## src/rtl/ro_pkg.sv

```systemverilog
// Shared constants and helpers for the readout frame collector.
package ro_pkg;

  localparam int unsigned NCH_DEF  = 8;
  localparam int unsigned TS_W_DEF = 16;

  localparam logic [0:0] ST_IDLE    = 1'b0;
  localparam logic [0:0] ST_COLLECT = 1'b1;

  // Stored word layout: {timestamp, eve[NCH-1:0], pol[NCH-1:0]}.
  function automatic int unsigned frame_w(input int unsigned ts_w, input int unsigned nch);
    return ts_w + 2 * nch;
  endfunction

endpackage

```

## src/rtl/ro_sync_fifo.sv

```systemverilog
// First-word-fall-through synchronous FIFO; pointers carry an extra wrap bit.
module ro_sync_fifo #(
  parameter int unsigned WIDTH = 32,
  parameter int unsigned DEPTH = 4
) (
  input  logic             clk_i,
  input  logic             rst_ni,
  input  logic             push_i,
  input  logic             pop_i,
  input  logic [WIDTH-1:0] wdata_i,
  output logic [WIDTH-1:0] rdata_o,
  output logic             full_o,
  output logic             empty_o
);

  localparam int unsigned AW = (DEPTH > 1) ? $clog2(DEPTH) : 1;

  logic [WIDTH-1:0] mem_q [DEPTH];
  logic [AW:0]      wr_ptr_q, wr_ptr_d;
  logic [AW:0]      rd_ptr_q, rd_ptr_d;
  logic             do_push, do_pop;

  assign empty_o = (wr_ptr_q == rd_ptr_q);
  assign full_o  = (wr_ptr_q[AW] != rd_ptr_q[AW]) &&
                   (wr_ptr_q[AW-1:0] == rd_ptr_q[AW-1:0]);

  // A push into a full FIFO is legal when the head leaves on the same edge.
  assign do_pop  = pop_i & ~empty_o;
  assign do_push = push_i & (~full_o | do_pop);

  assign rdata_o = mem_q[rd_ptr_q[AW-1:0]];

  always_comb begin
    wr_ptr_d = wr_ptr_q;
    rd_ptr_d = rd_ptr_q;
    if (do_push) wr_ptr_d = wr_ptr_q + (AW+1)'(1);
    if (do_pop)  rd_ptr_d = rd_ptr_q + (AW+1)'(1);
  end

  always_ff @(posedge clk_i or negedge rst_ni) begin
    if (!rst_ni) begin
      wr_ptr_q <= '0;
      rd_ptr_q <= '0;
    end else begin
      wr_ptr_q <= wr_ptr_d;
      rd_ptr_q <= rd_ptr_d;
    end
  end

  always_ff @(posedge clk_i) begin
    if (do_push) mem_q[wr_ptr_q[AW-1:0]] <= wdata_i;
  end

endmodule

```

## src/rtl/ro_frame_collector.sv

```systemverilog
// Deserializes the time-multiplexed readout stream into timestamped event
// frames and buffers non-empty ones for the host side.
module ro_frame_collector
  import ro_pkg::*;
#(
  parameter int unsigned NCH        = NCH_DEF,
  parameter int unsigned TS_W       = TS_W_DEF,
  parameter int unsigned FIFO_DEPTH = 4,
  parameter int unsigned EMIT_EMPTY = 0
) (
  input  logic            clk_master,
  input  logic            rstb,
  input  logic            en,
  input  logic            frame_start,
  input  logic            in_mux_eve,
  input  logic            in_mux_pol_eve,
  output logic            out_valid,
  input  logic            out_ready,
  output logic [NCH-1:0]  out_eve,
  output logic [NCH-1:0]  out_pol,
  output logic [TS_W-1:0] out_ts,
  output logic            overflow,
  output logic [7:0]      drop_cnt,
  input  logic            clr_ovf
);

  localparam int unsigned W      = frame_w(TS_W, NCH);
  localparam int unsigned IDX_W  = (NCH > 1) ? $clog2(NCH) : 1;
  localparam int unsigned SLOT_W = $clog2(NCH + 1);
  localparam logic [SLOT_W-1:0] SLOT_DONE = SLOT_W'(NCH);

  logic [0:0]        state_q, state_d;
  logic [SLOT_W-1:0] slot_q, slot_d;
  logic [NCH-1:0]    eve_q, eve_d;
  logic [NCH-1:0]    pol_q, pol_d;
  logic [TS_W-1:0]   ts_cnt_q, ts_cnt_d;
  logic [TS_W-1:0]   frame_ts_q, frame_ts_d;
  logic              overflow_q, overflow_d;
  logic [7:0]        drop_cnt_q, drop_cnt_d;

  logic              start, frame_done, push_req, drop;
  logic              fifo_push, fifo_pop, fifo_full, fifo_empty;
  logic [W-1:0]      fifo_rdata, head;

  assign start      = en & frame_start;
  assign frame_done = (state_q == ST_COLLECT) && (slot_q == SLOT_DONE);
  assign push_req   = frame_done && ((eve_q != '0) || (EMIT_EMPTY != 0));
  assign fifo_pop   = ~fifo_empty & out_ready;
  assign drop       = push_req & fifo_full & ~fifo_pop;
  assign fifo_push  = push_req & ~drop;

  always_comb begin
    state_d    = state_q;
    slot_d     = slot_q;
    eve_d      = eve_q;
    pol_d      = pol_q;
    frame_ts_d = frame_ts_q;
    ts_cnt_d   = en ? ts_cnt_q + TS_W'(1) : ts_cnt_q;

    // A completed frame is pushed on the same edge that may load slot 0 of
    // the next one, so a new start both aborts partials and chains frames.
    if (state_q == ST_IDLE) begin
      if (start) begin
        state_d    = ST_COLLECT;
        eve_d[0]   = in_mux_eve;
        pol_d[0]   = in_mux_eve & in_mux_pol_eve;
        frame_ts_d = ts_cnt_q;
        slot_d     = SLOT_W'(1);
      end
    end else if (!en && !frame_done) begin
      state_d = ST_IDLE;
      slot_d  = '0;
    end else if (start) begin
      eve_d[0]   = in_mux_eve;
      pol_d[0]   = in_mux_eve & in_mux_pol_eve;
      frame_ts_d = ts_cnt_q;
      slot_d     = SLOT_W'(1);
    end else if (frame_done) begin
      state_d = ST_IDLE;
      slot_d  = '0;
    end else begin
      eve_d[slot_q[IDX_W-1:0]] = in_mux_eve;
      pol_d[slot_q[IDX_W-1:0]] = in_mux_eve & in_mux_pol_eve;
      slot_d                   = slot_q + SLOT_W'(1);
    end
  end

  // Clear beats the counter, but a drop on the clearing edge keeps the flag.
  always_comb begin
    overflow_d = overflow_q;
    drop_cnt_d = drop_cnt_q;
    if (clr_ovf) begin
      overflow_d = drop;
      drop_cnt_d = '0;
    end else if (drop) begin
      overflow_d = 1'b1;
      if (drop_cnt_q != 8'hFF) drop_cnt_d = drop_cnt_q + 8'd1;
    end
  end

  always_ff @(posedge clk_master or negedge rstb) begin
    if (!rstb) begin
      state_q    <= ST_IDLE;
      slot_q     <= '0;
      eve_q      <= '0;
      pol_q      <= '0;
      ts_cnt_q   <= '0;
      frame_ts_q <= '0;
      overflow_q <= 1'b0;
      drop_cnt_q <= '0;
    end else begin
      state_q    <= state_d;
      slot_q     <= slot_d;
      eve_q      <= eve_d;
      pol_q      <= pol_d;
      ts_cnt_q   <= ts_cnt_d;
      frame_ts_q <= frame_ts_d;
      overflow_q <= overflow_d;
      drop_cnt_q <= drop_cnt_d;
    end
  end

  ro_sync_fifo #(
    .WIDTH (W),
    .DEPTH (FIFO_DEPTH)
  ) u_fifo (
    .clk_i   (clk_master),
    .rst_ni  (rstb),
    .push_i  (fifo_push),
    .pop_i   (fifo_pop),
    .wdata_i ({frame_ts_q, eve_q, pol_q}),
    .rdata_o (fifo_rdata),
    .full_o  (fifo_full),
    .empty_o (fifo_empty)
  );

  assign head      = fifo_empty ? '0 : fifo_rdata;
  assign out_valid = ~fifo_empty;
  assign {out_ts, out_eve, out_pol} = head;
  assign overflow  = overflow_q;
  assign drop_cnt  = drop_cnt_q;

endmodule

```

## config.mk

```make
export PLATFORM = sky130hd
export DESIGN_NAME = ro_frame_collector
export DESIGN_NICKNAME = d
export VERILOG_FILES = /design/src/rtl/ro_pkg.sv /design/src/rtl/ro_sync_fifo.sv /design/src/rtl/ro_frame_collector.sv
export SDC_FILE = /design/constraint.sdc
export NUM_CORES = 1
export LEC_CHECK = 0
export CELL_PAD_IN_SITES_DETAIL_PLACEMENT = 1
export CELL_PAD_IN_SITES_GLOBAL_PLACEMENT = 1
export CORE_AREA = 2 2 125 127
export DETAILED_ROUTE_END_ITERATION = 12
export DIE_AREA = 0 0 127 129
export PLACE_DENSITY_LB_ADDON = 0.1
export SKIP_CTS_REPAIR_TIMING = 1
export SLEW_MARGIN = 20
export SYNTH_ARGS = -nofsm -noshare
export SYNTH_HDL_FRONTEND = slang
export SYNTH_SLANG_ARGS = --single-unit
export TNS_END_PERCENT = 20
```

## constraint.sdc

```tcl
create_clock -name clk_master -period 4.6 [get_ports clk_master]
set_input_delay 0.92 -clock clk_master [delete_from_list [all_inputs] [get_ports clk_master]]
set_output_delay 0.92 -clock clk_master [all_outputs]
set_load 0.005 [all_outputs]
```

==> flow_metrics.py, run 1 <==
metrics = {
    "outcome": {
        "outcome": "finished clean",
    },
    "global_route": {
        "top_usage_layer": "met2",
        "use_met3_pct": 3.41,
        "grt_pass1_vias": 4758,
        "grt_max_degree": 43,
        "grt_usage_pct": 22.0,
        "grt_first_pass_wirelength_mm": 26.7,
        "antenna_found_initial": 0,
        "use_met2_pct": 36.7,
        "grtUsageMet1_pct": 29.9,
        "grt-ovfl-total": 0,
    },
    "timing": {
        "worstMarginPinSlew_ps": 749,
        "period_share_pct": 78.8,
        "slew_headroom_pct": 50.1,
        "hold_viol": 0,
        "rsz0062_at_grt": "no",
        "slew_violations": 0,
        "hold_ws_ps": 476,
        "clock_skew_ps": 10.8,
        "fmax_mhz": 276,
        "setup-violations-final": 0,
        "final.min_clock_period_ps": 3620,
        "tns_ps": 0,
    },
    "placed_design": {
        "gp_congestion": 0.790,
        "dp_hpwl_mm": 10.1,
        "postPlaceCellArea_um2": 8700,
        "dp.cells": 722,
        "numPortBuffers": 49,
    },
    "power_and_ir_drop": {
        "p_sw_share_pct": 26.0,
        "ir_drop_uv": 243,
        "p_switching_w": 0.00127,
        "clkPwrFrac_pct": 30.9,
        "p_seq_share_pct": 44.2,
        "p_leak_nw": 3.53,
        "p_int_w": 0.00361,
        "powerDensity_nw_per_um2": 524,
        "pwr-share-comb_pct": 24.9,
        "power_w": 0.00487,
    },
    "synth": {
        "ys_seq_elements": 196,
        "synth_edf_count": 128,
        "synth_nets": 515,
        "yosysSeqAreaShare_pct": 69.3,
        "yosys_warnings": 0,
        "synthTopCellsByCount": "128 x edfxtp_1, 68 x dfrtp_1, 61 x nand2_1, 35 x and2_1, 32 x mux4_2",
        "synth_flop_cell": "edfxtp_1",
        "postSynthAreaPerCell_um2": 16.1,
        "async_reset_ff_share_pct": 34.7,
        "syn_area_um2": 8000,
        "synth.area.top_cells": "edfxtp_1 48%, dfrtp_1 21%, mux4_2 9.0%",
        "synth_most_common_cell": "edfxtp_1",
        "yosys.area.top_type": "edfxtp_1",
        "syn_inst": 498,
        "yosysTopAreaCellShare_pct": 48.0,
        "ys_types": 46,
    },
    "floorplan": {
        "core_area_um2": 15000,
        "die_y_um": 129,
        "io_pins": 50,
        "row_count": 45,
        "fp.dieW_um": 127,
        "initial_core_util_pct": 53.4,
        "die_area_um2": 16400,
    },
    "min_path": {
        "min_path_type": "register to register",
        "hold-path-cell-count": 1,
        "worstHoldEndpoint": "ts_cnt_q[15]$_DFFE_PN0P_",
        "min_from": "ts_cnt_q[15]$_DFFE_PN0P_",
    },
    "route": {
        "drc_errors": 0,
        "drt-pass1-iter-count": 4,
        "ant_nets": 0,
        "avgRoutedWirePerCell_um": 21.9,
        "vias": 4362,
        "drt-initial-drc-count": 217,
        "viasPerCell": 5.79,
        "wl_mm": 16.5,
    },
    "cells_and_area": {
        "fill_cells": 1344,
        "syn_to_final_growth_pct": 16.2,
        "final_area_um2": 9300,
        "n_antenna_cell": 0,
        "stdcell_count": 754,
        "drive_above_1_share_pct": 15.0,
        "final_nets": 570,
    },
    "setup_path": {
        "critPathArrivalTime_ps": 2700,
        "rr_startpoint": "slot_q[0]$_DFFE_PN0N_",
        "rrSetupSlack_ps": 1810,
        "reg2reg_to": "u_fifo.mem_q[3][22]$_DFFE_PP_",
        "reg2reg_depth": 6,
        "path_max_fanout": 34,
        "required_ps": 3680,
        "startpoint_type": "register",
        "cp-end-kind": "output port",
        "path_class": "register to output port",
    },
    "cts": {
        "cts_max_level": 4,
        "cts_tree": "built",
        "path_clk_slew_ps": 70,
        "clk_path_buf_depth": 2,
        "cts_root_buf": "clkbuf_16",
        "cts.sinks": 196,
        "cts_made_buffers": 17,
        "clk_latency_ps": 430,
    },
    "flow_run": {
        "cap_violations": 0,
    },
}
[per-layer routing]
layer / part of all wire (%) / wire length [um]
met2: 51 / 8440
met4: 1.5 / 240
met1: 44 / 7310
met5: 0 / 0
met3: 3.0 / 488
[power by group through the flow]
| stage | Clock [W] | Combinational [W] | Sequential (W) |
|---|---|---|---|
| 2_1_floorplan | 0 | 0.000731 | 0.00213 |
| 6_report | 0.00151 | 0.00121 | 0.00216 |
| 5_1_grt | 0.00160 | 0.00133 | 0.00217 |
| 3_3_place_gp | 0 | 0.00120 | 0.00217 |
| 4_1_cts | 0.00153 | 0.00124 | 0.00216 |
| 3_5_place_dp | 0 | 0.00123 | 0.00219 |
[through the flow]
stage	worst slack [ps]	util, %
after floorplan	1990	-
after global placement	1420	58.1
after detailed placement	1310	58.1
after CTS	913	62.1
after global routing	770	62.1
final	976	62.1
[layout by cell type (no fill, tap or decap), types with 5 or more instances in the layout]
cell	instances
nand3_1	10
edfxtp_1	128
buf_4	10
nor2_1	10
mux4_2	32
or4_1	7
dfrtp_1	67
clkinvlp_4	5
clkdlybuf4s50_1	48
xor2_1	5
mux2_1	14
nand4_1	5
and2_1	35
clkbuf_16	17
nand2_1	61
ha_1	9
and3_1	10
mux2_2	7
xnor2_1	15
inv_1	8
[how the worst max path moves through the flow]
| stage | from | end | slack (ps) | cells past startpoint |
|---|---|---|---|---|
| floorplan | out_ready | u_fifo.mem_q[0][0]$_DFFE_PP_ | 1990 | 3 |
| global placement | out_ready | u_fifo.mem_q[3][28]$_DFFE_PP_ | 1420 | 4 |
| detailed placement | out_ready | u_fifo.mem_q[3][24]$_DFFE_PP_ | 1310 | 4 |
| CTS | u_fifo.rd_ptr_q[0]$_DFFE_PN0P_ | out_ts[14] | 910 | 4 |
| global route | u_fifo.rd_ptr_q[2]$_DFFE_PN0P_ | out_ts[0] | 770 | 5 |
| finish | u_fifo.rd_ptr_q[0]$_DFFE_PN0P_ | out_ts[14] | 980 | 4 |
[state kept, by name, indices dropped and copies added (netlist names)]
signal,cells
slot_q,4
ts_cnt_q,16
u_fifo.wr_ptr_q,3
overflow,1
state_q,1
u_fifo.rd_ptr_q,3
eve_q,8
drop_cnt,8
pol_q,8
u_fifo.mem_q,128
frame_ts_q,16
[cell type report]
cell class | instances | area (um2) | share of cell area, %
timing repair buffer | 59 | 561 | 6.03
sequential | 196 | 5550 | 59.7
clock inverter | 11 | 156 | 1.68
clock buffer | 21 | 440 | 4.74
tap | 188 | 235 | 2.53
multi-input combinational | 271 | 2330 | 25.0
inverter | 8 | 30.0 | 0.323
[worst max-delay path, cell delays in order, from the launching register on]
cell             delay (ps)
dfrtp_2                 430
buf_4                   590
mux4_2                  590
and2_1                  200
clkdlybuf4s50_1         450
[cells by family (layout without fill, tap and decap cells)]
logic type / count (synthesis) / count (layout) / share of synthesized area [%]
adders and majority gates: 9 / 9 / 1.41
buffers and inverters: 31 / 99 / 1.61
muxes: 54 / 54 / 12.1
xor gates and xnor gates: 22 / 22 / 2.74
AOI/OAI and AO/OA: 24 / 24 / 2.08
DFF: 196 / 196 / 69.3
and+or+nand+nor: 162 / 162 / 10.8
No activity file was read; power rests on OpenSTA's default activity.
==> inputs of run 2 (changes only) <==
CORE_AREA = 2 2 137 139   (was 2 2 125 127)
DIE_AREA = 0 0 139 141   (was 0 0 127 129)
clock period = 3 ns   (was 4.6 ns; I/O delays follow)
==> run 2 against run 1 <==
Compared with the run above: core utilization down 10 points; critical endpoint unchanged; die area up 20%; total power up 53%; clock power up 52%; register-to-register slack worse by 1100 ps; count of clock-buffer cells in the layout down 4; largest power group unchanged.
==> flow_metrics.py, run 2 (synthesized netlist as in run 1, its figures left out) <==
metrics = {
    "flow_run": {
        "cap_violations": 0,
    },
    "setup_path": {
        "critPathArrivalTime_ps": 2270,
        "reg2reg_to": "drop_cnt[6]$_DFFE_PN0P_",
        "rrSetupSlack_ps": 690,
        "slowest_delay_ps": 510,
        "path_cells": "buf_12 > xnor2_4 > nand3b_1 > buf_4 > and2_1 > clkdlybuf4s50_1",
        "reg2reg_depth": 6,
        "path_max_fanout": 25,
        "startpoint_type": "register",
        "required_ps": 2400,
        "cp-end-kind": "output port",
        "rr_startpoint": "slot_q[1]$_DFFE_PN0N_",
        "path_class": "register to output port",
        "slowest_stage": "clkdlybuf4s50_1",
    },
    "route": {
        "viasPerCell": 5.29,
        "avgRoutedWirePerCell_um": 20.0,
        "ant_nets": 0,
        "drc_errors": 0,
        "drt-pass1-iter-count": 4,
        "vias": 4278,
        "drt-initial-drc-count": 158,
        "wl_mm": 16.2,
    },
    "global_route": {
        "grt_pass1_vias": 4647,
        "grt_first_pass_wirelength_mm": 26.0,
        "grt_usage_pct": 17.5,
        "grt-ovfl-total": 0,
        "grt_max_degree": 33,
        "antenna_found_initial": 0,
    },
    "timing": {
        "final.min_clock_period_ps": 2870,
        "hold_viol": 0,
        "slew_violations": 0,
        "rsz0062_at_grt": "yes",
        "tns_ps": 0,
        "slew_headroom_pct": 57.5,
        "hold_ws_ps": 130,
        "setup-violations-final": 0,
        "period_share_pct": 95.8,
        "worstMarginPinSlew_ps": 636,
        "clock_skew_ps": 6.80,
        "fmax_mhz": 348,
    },
    "cells_and_area": {
        "layout.area.seq_um2": 5550,
        "multi_input_area_um2": 2330,
        "final_nets": 578,
        "final_common_cell": "edfxtp_1",
        "layout_common_cells": "128 x edfxtp_1, 67 x dfrtp_1, 61 x nand2_1",
        "drive_above_1_share_pct": 16.9,
        "n_antenna_cell": 0,
        "largest_register_ffs": 128,
        "fill_cells": 1741,
        "syn_to_final_growth_pct": 18.0,
    },
    "cts": {
        "cts_root_buf": "clkbuf_16",
        "clk_latency_ps": 430,
        "cts.sinks": 196,
        "cts_tree": "built",
        "cts_made_buffers": 17,
        "path_clk_slew_ps": 70,
        "clk_path_buf_depth": 2,
        "cts_max_level": 4,
    },
    "power_and_ir_drop": {
        "ir_drop_uv": 483,
        "powerDensity_nw_per_um2": 791,
        "power_w": 0.00747,
        "p_leak_nw": 3.59,
    },
    "floorplan": {
        "die_area_um2": 19600,
        "initial_core_util_pct": 43.8,
        "core_area_um2": 18300,
        "row_count": 50,
        "fp.dieW_um": 139,
        "die_y_um": 141,
        "io_pins": 50,
    },
    "placed_design": {
        "numPortBuffers": 49,
        "dp_hpwl_mm": 10.5,
        "gp_congestion": 0.805,
    },
    "outcome": {
        "outcome": "finished clean",
    },
    "min_path": {
        "min_path_type": "input port to asynchronous set/reset pin",
    },
}
[run 2: cell count changes in the layout (fill, tap and decap cells not counted), moves of 2 or more]
cell,previous run,this run
inv_6,1,3
clkbuf_1,4,0
clkinv_4,1,3
buf_12,0,2
buf_4,10,16
[run 2: where the power goes]
group          internal, W  leakage (nW)  switching (W)
Sequential         0.00310          2.10       0.000195
Clock              0.00125         0.280        0.00104
Combinational      0.00113          1.21       0.000755
Total              0.00548          3.59        0.00199
[run 2: per-stage QoR]
stage / utilization, % / std cells / instance area (um2) / setup WS [ps]
6_report: 51.7 / 808 / 9440 / 125
5_1_grt: 51.7 / 808 / 9440 / -20.9
4_1_cts: 51.7 / 808 / 9440 / 64.9
3_5_place_dp: 48.4 / 776 / 8840 / 536
3_3_place_gp: 48.4 / 776 / 8840 / 531
2_1_floorplan: - / 498 / 8000 / 615
[run 2: metal layers]
layer / global-route usage, % / routed length (um)
met1: 23.6 / 7480
met2: 29.3 / 8110
met3: 3.19 / 395
met4: 5.42 / 199
met5: 0 / 0
[run 2: cell type report]
class,count,area share [%]
Tap cell,234,3.10
Inverter,8,0.318
Multi-Input combinational cell,271,24.7
Sequential cell,196,58.8
Clock inverter,15,1.80
Clock buffer,17,4.51
Timing Repair Buffer,67,6.84
[run 2: worst max-delay path: cells and delay by family (launching register included)]
kind / cells / cell delay [ps]
buf+inv: 3 / 910
flops: 1 / 430
xor+xnor: 1 / 180
simple gates: 2 / 300
[run 2: worst max path at each step]
stage	end	slack (ps)	cells after the start	start
global placement	eve_q[1]$_DFFE_PN0P_	530	5	frame_start
finish	out_ts[14]	130	6	u_fifo.rd_ptr_q[0]$_DFFE_PN0P_
CTS	out_eve[3]	60	6	u_fifo.rd_ptr_q[0]$_DFFE_PN0P_
floorplan	u_fifo.mem_q[0][0]$_DFFE_PP_	620	5	u_fifo.rd_ptr_q[0]$_DFFE_PN0P_
detailed placement	out_eve[3]	540	6	u_fifo.rd_ptr_q[0]$_DFFE_PN0P_
global route	out_ts[14]	-20	6	u_fifo.rd_ptr_q[0]$_DFFE_PN0P_
==> inputs of run 3 (changes only) <==
SETUP_SLACK_MARGIN = 0.2   (was default)
==> run 3 against run 2 <==
Compared with the run above: sequential power barely moved; cell area grew 0.33%; core utilization up 0.17 points; total power increased by 0.17%; sequential share of layout area is 0.19 points lower; setup slack better by 2.1 ps; die area unchanged; largest power group unchanged; routed wire length up 0.33%; clock skew barely moved; flip-flop and latch count did not move; hold slack is essentially flat.
==> flow_metrics.py, run 3 (synthesized netlist as in run 1, its figures left out) <==
metrics = {
    "outcome": {
        "outcome": "finished clean",
    },
    "global_route": {
        "grt_first_pass_wirelength_mm": 26.0,
        "grt-ovfl-total": 0,
        "antenna_found_initial": 0,
        "grt_pass1_vias": 4647,
        "grt_max_degree": 33,
        "grt_usage_pct": 17.5,
    },
    "route": {
        "avgRoutedWirePerCell_um": 20.1,
        "vias": 4287,
        "drc_errors": 0,
        "drt-pass1-iter-count": 4,
        "drt-initial-drc-count": 168,
        "wl_mm": 16.2,
        "viasPerCell": 5.31,
        "ant_nets": 0,
    },
    "timing": {
        "tns_ps": 0,
        "setup-violations-final": 0,
        "clock_skew_ps": 7.00,
        "period_share_pct": 95.8,
        "slew_violations": 0,
        "rsz0062_at_grt": "yes",
        "slew_headroom_pct": 58.1,
        "hold_ws_ps": 131,
        "hold_viol": 0,
        "setup_ws_ps": 127,
        "fmax_mhz": 348,
        "worstMarginPinSlew_ps": 627,
        "final.min_clock_period_ps": 2870,
    },
    "placed_design": {
        "dp_hpwl_mm": 10.5,
        "gp_congestion": 0.805,
        "pre_cts_slack_ps": 536,
        "numPortBuffers": 49,
        "dp.cells": 776,
    },
    "cells_and_area": {
        "drive_above_1_share_pct": 17.2,
        "layout_common_cells": "128 x edfxtp_1, 67 x dfrtp_1, 61 x nand2_1",
        "stdcell_count": 808,
        "n_antenna_cell": 0,
        "syn_to_final_growth_pct": 18.3,
        "final_common_cell": "edfxtp_1",
        "final_nets": 578,
        "largest_register_ffs": 128,
    },
    "cts": {
        "cts.sinks": 196,
        "cts_tree": "built",
        "cts_max_level": 4,
        "path_clk_slew_ps": 70,
        "cts_made_buffers": 17,
        "cts_root_buf": "clkbuf_16",
        "clk_path_buf_depth": 2,
        "clk_latency_ps": 430,
    },
    "power_and_ir_drop": {
        "ir_drop_uv": 484,
        "powerDensity_nw_per_um2": 790,
        "p_leak_nw": 3.68,
    },
    "setup_path": {
        "rr_startpoint": "slot_q[1]$_DFFE_PN0N_",
        "rrSetupSlack_ps": 690,
        "required_ps": 2400,
        "reg2reg_to": "drop_cnt[6]$_DFFE_PN0P_",
        "path_class": "register to output port",
        "critPathArrivalTime_ps": 2270,
        "path_max_fanout": 25,
        "cp-end-kind": "output port",
        "startpoint_type": "register",
        "reg2reg_depth": 6,
    },
    "flow_run": {
        "cap_violations": 0,
    },
    "floorplan": {
        "core_area_um2": 18300,
        "initial_core_util_pct": 43.8,
        "io_pins": 50,
        "die_area_um2": 19600,
        "die_y_um": 141,
        "fp.dieW_um": 139,
        "row_count": 50,
    },
    "min_path": {
        "min_path_type": "input port to asynchronous set/reset pin",
    },
}
-- run 3: changes by cell type in the layout (fill, tap and decap cells not counted), sizes merged --
cell / before / now
clkdlybuf4s50: 48 / 42
dlymetal6s2s: 0 / 6
-- run 3: layer usage --
metal	vias up	global-route usage, %	share of wire, %
li1	1980	-	-
met1	2234	23.6	46
met2	56	29.3	50
met3	17	3.19	2.7
met4	0	5.42	1.2
met5	-	0	0
-- run 3: power by group --
group          total (W)  switching (W)  internal [W]
Sequential       0.00329       0.000194       0.00310
Clock            0.00229        0.00104       0.00125
Combinational    0.00190       0.000761       0.00114
-- run 3: worst max-delay path by stage --
stage / depth (start not counted) / to / startpoint
global placement: 5 / eve_q[1]$_DFFE_PN0P_ / frame_start
floorplan: 5 / u_fifo.mem_q[0][0]$_DFFE_PP_ / u_fifo.rd_ptr_q[0]$_DFFE_PN0P_
detailed placement: 6 / out_eve[3] / u_fifo.rd_ptr_q[0]$_DFFE_PN0P_
finish: 6 / out_ts[13] / u_fifo.rd_ptr_q[0]$_DFFE_PN0P_
CTS: 6 / out_eve[3] / u_fifo.rd_ptr_q[0]$_DFFE_PN0P_
global route: 6 / out_ts[14] / u_fifo.rd_ptr_q[0]$_DFFE_PN0P_
-- run 3: metrics by stage --
step                      power (W)  utilization (%)  instance area, um2
final                       0.00748             51.8                9470
after global routing        0.00785             51.8                9470
after CTS                   0.00758             51.7                9440
after detailed placement    0.00529             48.4                8840
after global placement      0.00524             48.4                8840
after floorplan             0.00437                -                8000
-- run 3: worst max-delay path, stage by stage (launching register included) --
cell and delay [ps]:
dfrtp_2 430, buf_12 190, xnor2_4 180, nand3b_1 160, buf_6 190, and2_1 170
clkdlybuf4s50_1 500
-- run 3: final cells by class --
| type | instances | area [um2] |
|---|---|---|
| clock buffers | 17 | 425 |
| inverters | 8 | 30.0 |
| well taps | 234 | 293 |
| multi-input cells | 271 | 2330 |
| fillers | 1735 | 8800 |
| repair buffers | 67 | 672 |
| clock inverters | 15 | 170 |
| flip-flops and latches | 196 | 5550 |
